--- src/rtl/mccoy_pkg.sv ---
// Shared encodings for the McCoy accumulator core: instruction classes,
// per-class sub-ops and the MUL sequencing FSM states.
package mccoy_pkg;

    // Instruction classes (top two instruction bits)
    localparam logic [1:0] CLS_LDN = 2'b00;
    localparam logic [1:0] CLS_ALU = 2'b01;
    localparam logic [1:0] CLS_MOV = 2'b10;
    localparam logic [1:0] CLS_SYS = 2'b11;

    // ALU sub-ops: R0 <= R0 op Rr
    localparam logic [1:0] ALU_ADD = 2'b00;
    localparam logic [1:0] ALU_SUB = 2'b01;
    localparam logic [1:0] ALU_AND = 2'b10;
    localparam logic [1:0] ALU_XOR = 2'b11;

    // MOVE/SHIFT sub-ops
    localparam logic [1:0] MOV_TO   = 2'b00;  // Rr <= R0
    localparam logic [1:0] MOV_FROM = 2'b01;  // R0 <= Rr
    localparam logic [1:0] MOV_SHL  = 2'b10;
    localparam logic [1:0] MOV_SHR  = 2'b11;

    // SYS sub-ops
    localparam logic [1:0] SYS_MUL = 2'b00;
    localparam logic [1:0] SYS_OUT = 2'b01;
    localparam logic [1:0] SYS_NOP = 2'b10;
    localparam logic [1:0] SYS_CLR = 2'b11;

    typedef enum logic {
        ST_IDLE = 1'b0,
        ST_MUL  = 1'b1
    } state_t;

endpackage

--- src/rtl/mccoy_mul_seq.sv ---
// Shift-add multiplier: operands load on start, then one partial product is
// folded in per clock for DATA_W clocks. done/product are combinational in the
// final iteration cycle so the caller can capture the result on that same edge.
module mccoy_mul_seq #(
    parameter int DATA_W = 8
) (
    input  logic                  clk,
    input  logic                  reset,
    input  logic                  start,
    input  logic [DATA_W-1:0]     a,
    input  logic [DATA_W-1:0]     b,
    output logic                  busy,
    output logic                  done,
    output logic [2*DATA_W-1:0]   product
);
    import mccoy_pkg::*;

    localparam int CW = $clog2(DATA_W + 1);

    logic [2*DATA_W-1:0] acc;
    logic [2*DATA_W-1:0] mcand;
    logic [DATA_W-1:0]   mplier;
    logic [CW-1:0]       cnt;
    logic [2*DATA_W-1:0] acc_nxt;

    // Accumulator value after the current iteration
    always_comb begin
        acc_nxt = mplier[0] ? (acc + mcand) : acc;
    end

    assign product = acc_nxt;
    assign done    = busy && (cnt == CW'(1));

    // Operand load on start, then one shift-add step per clock
    always_ff @(posedge clk or posedge reset) begin
        if (reset) begin
            acc    <= '0;
            mcand  <= '0;
            mplier <= '0;
            cnt    <= '0;
            busy   <= 1'b0;
        end else if (start && !busy) begin
            acc    <= '0;
            mcand  <= {{DATA_W{1'b0}}, a};
            mplier <= b;
            cnt    <= CW'(DATA_W);
            busy   <= 1'b1;
        end else if (busy) begin
            acc    <= acc_nxt;
            mcand  <= mcand << 1;
            mplier <= mplier >> 1;
            cnt    <= cnt - CW'(1);
            if (cnt == CW'(1))
                busy <= 1'b0;
        end
    end

endmodule

--- src/rtl/mccoy_core_p.sv ---
// Parametrised McCoy accumulator core: decodes one instruction per accepted
// beat, holds the register file, carry flag and output latch, and sequences
// the multi-cycle multiply through a two-state FSM.
module mccoy_core_p #(
    parameter int DATA_W  = 8,
    parameter int NREG    = 4,
    localparam int RW      = $clog2(NREG),
    localparam int INSTR_W = 4 + RW
) (
    input  logic               clk,
    input  logic               reset,
    input  logic [INSTR_W-1:0] instr,
    input  logic               instr_valid,
    output logic               ready,
    output logic [DATA_W-1:0]  data_out,
    output logic               carry,
    output logic               out_strobe
);
    import mccoy_pkg::*;

    logic [NREG-1:0][DATA_W-1:0] regs;

    logic [1:0]    cls;
    logic [1:0]    sub;
    logic [RW-1:0] r;
    logic [3:0]    imm;

    assign cls = instr[INSTR_W-1:INSTR_W-2];
    assign sub = instr[INSTR_W-3:INSTR_W-4];
    assign r   = instr[RW-1:0];
    assign imm = instr[3:0];

    logic [DATA_W-1:0] r0;
    logic [DATA_W-1:0] rr;
    logic [DATA_W:0]   sum;
    logic [DATA_W-1:0] diff;

    assign r0   = regs[0];
    assign rr   = regs[r];
    assign sum  = {1'b0, r0} + {1'b0, rr};
    assign diff = r0 - rr;

    state_t state;
    state_t state_nxt;

    logic                mul_start;
    logic                mul_busy;
    logic                mul_done;
    logic [2*DATA_W-1:0] mul_product;
    logic                accept;

    assign accept = instr_valid && ready;

    // Operands are snapshotted inside the sequencer on the accepting edge;
    // with r=0 both come from R0, giving R0 squared.
    mccoy_mul_seq #(.DATA_W(DATA_W)) u_mul (
        .clk     (clk),
        .reset   (reset),
        .start   (mul_start),
        .a       (r0),
        .b       (rr),
        .busy    (mul_busy),
        .done    (mul_done),
        .product (mul_product)
    );

    // FSM state register
    always_ff @(posedge clk or posedge reset) begin
        if (reset)
            state <= ST_IDLE;
        else
            state <= state_nxt;
    end

    // FSM next state: leave IDLE on an accepted MUL, return on the last step
    always_comb begin
        state_nxt = state;
        case (state)
            ST_IDLE: if (mul_start) state_nxt = ST_MUL;
            ST_MUL:  if (mul_done)  state_nxt = ST_IDLE;
            default: state_nxt = ST_IDLE;
        endcase
    end

    // FSM outputs: accept only when idle; kick the multiplier on MUL accept
    always_comb begin
        ready     = (state == ST_IDLE) && !mul_busy;
        mul_start = (state == ST_IDLE) && !mul_busy && instr_valid &&
                    (cls == CLS_SYS) && (sub == SYS_MUL);
    end

    // Register file, carry and output latch; MUL write-back cannot collide
    // with a decoded instruction because nothing is accepted while busy.
    always_ff @(posedge clk or posedge reset) begin
        if (reset) begin
            regs       <= '0;
            carry      <= 1'b0;
            data_out   <= '0;
            out_strobe <= 1'b0;
        end else begin
            out_strobe <= 1'b0;
            if (mul_done) begin
                regs[0] <= mul_product[DATA_W-1:0];
                carry   <= |mul_product[2*DATA_W-1:DATA_W];
            end else if (accept) begin
                case (cls)
                    CLS_LDN: regs[0] <= {r0[DATA_W-5:0], imm};
                    CLS_ALU: begin
                        case (sub)
                            ALU_ADD: begin
                                regs[0] <= sum[DATA_W-1:0];
                                carry   <= sum[DATA_W];
                            end
                            ALU_SUB: begin
                                regs[0] <= diff;
                                carry   <= (r0 < rr);
                            end
                            ALU_AND: begin
                                regs[0] <= r0 & rr;
                                carry   <= 1'b0;
                            end
                            default: begin
                                regs[0] <= r0 ^ rr;
                                carry   <= 1'b0;
                            end
                        endcase
                    end
                    CLS_MOV: begin
                        case (sub)
                            MOV_TO:   regs[r] <= r0;
                            MOV_FROM: regs[0] <= rr;
                            MOV_SHL: begin
                                carry   <= r0[DATA_W-1];
                                regs[0] <= r0 << 1;
                            end
                            default: begin
                                carry   <= r0[0];
                                regs[0] <= r0 >> 1;
                            end
                        endcase
                    end
                    default: begin
                        case (sub)
                            SYS_OUT: begin
                                data_out   <= rr;
                                out_strobe <= 1'b1;
                            end
                            SYS_CLR: begin
                                regs  <= '0;
                                carry <= 1'b0;
                            end
                            default: ;  // NOP; MUL handled by the sequencer
                        endcase
                    end
                endcase
            end
        end
    end

endmodule

--- config.mk ---
export PLATFORM = sky130hd
export DESIGN_NAME = mccoy_core_p
export DESIGN_NICKNAME = d
export VERILOG_FILES = /design/src/rtl/mccoy_pkg.sv /design/src/rtl/mccoy_mul_seq.sv /design/src/rtl/mccoy_core_p.sv
export SDC_FILE = /design/constraint.sdc
export NUM_CORES = 1
export LEC_CHECK = 0
export CORE_UTILIZATION = 60
export DETAILED_ROUTE_END_ITERATION = 10
export PLACE_DENSITY_LB_ADDON = 0.12
export RECOVER_POWER = 50
export SKIP_CTS_REPAIR_TIMING = 1
export SLEW_MARGIN = 10
export SYNTH_ARGS = -nofsm -noshare
export SYNTH_HDL_FRONTEND = slang
export SYNTH_SLANG_ARGS = --single-unit
export TNS_END_PERCENT = 1
--- constraint.sdc ---
create_clock -name clk -period 8.3 [get_ports clk]
set_input_delay 1.245 -clock clk [delete_from_list [all_inputs] [get_ports clk]]
set_output_delay 1.245 -clock clk [all_outputs]
set_load 0.01 [all_outputs]
==> impl_metrics.json <==
{
  "dieArea_sq_um": 10400,
  "finalSetupTns_ps": 0,
  "cts-root-buf": "clkbuf_8",
  "violations": "capacitance limit, slew limit",
  "ys_seq_area_share_pct": 36.9,
  "cts_tree": "done",
  "end_kind": "async pin",
  "finalCritPeriodShare_pct": 61.1,
  "max_slew_margin_pct": -95.8,
  "clock_sinks": 88,
  "leakage_nw": 2.88,
  "yosys_warnings": 0,
  "area_growth_pct": 7.31,
  "cp.arrival_ps": 4910,
  "seq_area_sq_um": 2200,
  "synth.distinct_cells": 69,
  "drive_gt1_share_pct": 9.16,
  "die_w_um": 102,
  "firstDrtPassIters": 5,
  "syn_nets": 688,
  "dpl.hpwl_um": 10400,
  "h-tree-depth": 3,
  "outcome": "complete, but fails checks",
  "grt_pass1_wl_um": 23900,
  "worst_pin_slew_ps": 2940,
  "syn_inst": 636,
  "min_path_type": "reg -> reg",
  "min_to": "data_out[2]",
  "setup_viol": 0,
  "antenna_found_initial": 0,
  "wirelength_um": 14700,
  "skew_ps": 12.4,
  "clk_pin_slew_ps": 80,
  "antennaDiodeCount": 0,
  "fin_ws_ps": 3230,
  "synth-edff-count": 0,
  "clock_path_buffers": 2,
  "core_area_sq_um": 9730,
  "utilization_pct": 65.9,
  "gp_congestion": 0.939,
  "cp_max_fo": 53,
  "initial_core_util_pct": 61.4,
  "nNetsFinal": 680,
  "drtIter0Drc": 386,
  "cp.required_ps": 8150,
  "port_buffers": 19,
  "max_cap_viol_count": 2,
  "fin_crit_ps": 5070,
  "reg2regPathDepth": 10,
  "hold_viol": 0,
  "insertion_delay_ps": 380,
  "wl_per_cell_um": 19.2,
  "synthFlopType": "dfrtp_1",
  "vias": 4960,
  "total_power_mw": 0.816,
  "power.density_nw_per_um2": 127,
  "max_clock_freq_mhz": 197,
  "min_from": "data_out[2]",
  "grt_pass1_vias": 4663,
  "numCtsBuffers": 9,
  "vdd_drop_max_mv": 0.122,
  "critPathLaunchType": "input pin",
  "multi_input_area_sq_um": 3500,
  "holdPathStages": 2,
  "ios": 20,
  "worstReg2RegStart": "r0[1]",
  "row_count": 36,
  "synth.avg_cell_area_sq_um": 9.40,
  "syn_area_sq_um": 5980,
  "grt_max_degree": 59,
  "ys_seq_elements": 88,
  "vias_per_cell": 6.48,
  "grt_overflow": 0,
  "fill_cells": 849,
  "r2r_slack_ps": 4900,
  "die_y_um": 102,
  "path_class": "in -> async",
  "r2r_end": "r0[4]",
  "drc_errors": 0,
  "rsz0062_at_grt": "no",
  "post-place-ws_ps": 3410,
  "track_usage_pct": 30.5,
  "finalMaxSlewViolations": 91,
  "ant_nets": 0,
  "synthArstFlopShare_pct": 100
}
## synth_stat cells, drive strengths merged, types with 6 or more instances
| cell | instances | share of area [%] |
|---|---|---|
| nor2 | 35 | 2.3 |
| clkbuf | 34 | 2.2 |
| o221ai | 10 | 1.5 |
| mux2i | 9 | 1.5 |
| a22oi | 8 | 1.0 |
| ha | 40 | 8.4 |
| o21a | 7 | 0.88 |
| a21oi | 34 | 2.9 |
| or3 | 6 | 0.63 |
| nand2b | 9 | 0.94 |
| nand2 | 106 | 6.7 |
| nand3 | 8 | 0.67 |
| a31oi | 9 | 0.94 |
| a32o | 24 | 4.0 |
| a21o | 12 | 1.5 |
| xor2 | 10 | 1.5 |
| dfrtp | 88 | 37 |
| xnor2 | 9 | 1.3 |
| o21ai | 47 | 4.0 |
| mux2 | 6 | 1.2 |
| buf | 11 | 0.90 |
| a22o | 9 | 1.3 |
| mux4 | 15 | 5.7 |
| nor2b | 7 | 0.73 |
| inv | 25 | 1.6 |
## cells by family (layout without fill, tap and decap cells)
group / count (synthesis) / after routing / share of synthesized area [%]
fa+ha+maj: 43 / 43 / 9.38
simple gates: 191 / 191 / 14.3
flops: 88 / 88 / 36.9
buf+inv: 70 / 67 / 4.63
mux: 30 / 30 / 8.42
compound gates: 195 / 195 / 23.7
xor+xnor: 19 / 19 / 2.78
## sequential cells by signal, indices dropped and copies added, names as in the netlist
register / flops
data_out: 8
out_strobe: 1
regs: 24
u_mul.mcand: 16
carry: 1
state: 1
u_mul.acc: 16
u_mul.busy: 1
u_mul.cnt: 4
u_mul.mplier: 8
r0: 8
## metal layers
| layer | track usage, % | wire length [um] |
|---|---|---|
| met1 | 42.9 | 6950 |
| met3 | 7.45 | 931 |
| met2 | 46.3 | 6530 |
| met5 | 0 | 0 |
| met4 | 9.48 | 313 |
## layout by cell type (no fill, tap or decap), drive strengths merged, types with 8 or more instances in the layout
cell type and n:
nand2 106, dfrtp 88, o21ai 47, ha 40, nor2 35, a21oi 34, inv 27, a32o 24
mux4 15, a21o 12, clkbuf 11, o221ai 10, xor2 10, dlygate4sd3 10, a31oi 9, a22o 9
mux2i 9, nand2b 9, xnor2 9, clkdlybuf4s50 9, nand3 8, a22oi 8
## critical path: stages
cell and delay, ps:
dlygate4sd3_1 550, clkinvlp_2 920, clkbuf_1 2140
## stage by stage
| step | cell area [sq um] | cells | hold slack [ps] |
|---|---|---|---|
| floorplan | 5980 | 636 | 448 |
| global placement | 6200 | 750 | 461 |
| detailed placement | 6200 | 750 | 470 |
| CTS | 6420 | 766 | 490 |
| global route | 6410 | 766 | 512 |
| finish | 6410 | 766 | 478 |
## worst max path at each step
| stage | start | end | slack (ps) |
|---|---|---|---|
| final | reset | u_mul.mplier[2] | 3230 |
| after global routing | reset | out_strobe | 2450 |
| after CTS | instr[0] | r0[7] | 3840 |
| after detailed placement | instr[0] | r0[7] | 3410 |
| after global placement | instr[0] | r0[7] | 3500 |
| after floorplan | instr[1] | r0[7] | 4380 |
## cell type report
| type | instances | area share [%] |
|---|---|---|
| Clock buffer | 10 | 2.15 |
| Clock inverter | 6 | 1.17 |
| Inverter | 25 | 1.48 |
| Multi-Input combinational cell | 478 | 54.5 |
| Sequential cell | 88 | 34.3 |
| Tap cell | 133 | 2.60 |
| Timing Repair Buffer | 26 | 3.73 |
## report_power, final
| part | internal (mW) | switching [mW] | total [mW] |
|---|---|---|---|
| logic | 0.0252 | 0.0434 | 0.0685 |
| clock network | 0.152 | 0.167 | 0.320 |
| registers | 0.428 | 0 | 0.428 |
No activity file was read; power rests on OpenSTA's default activity.
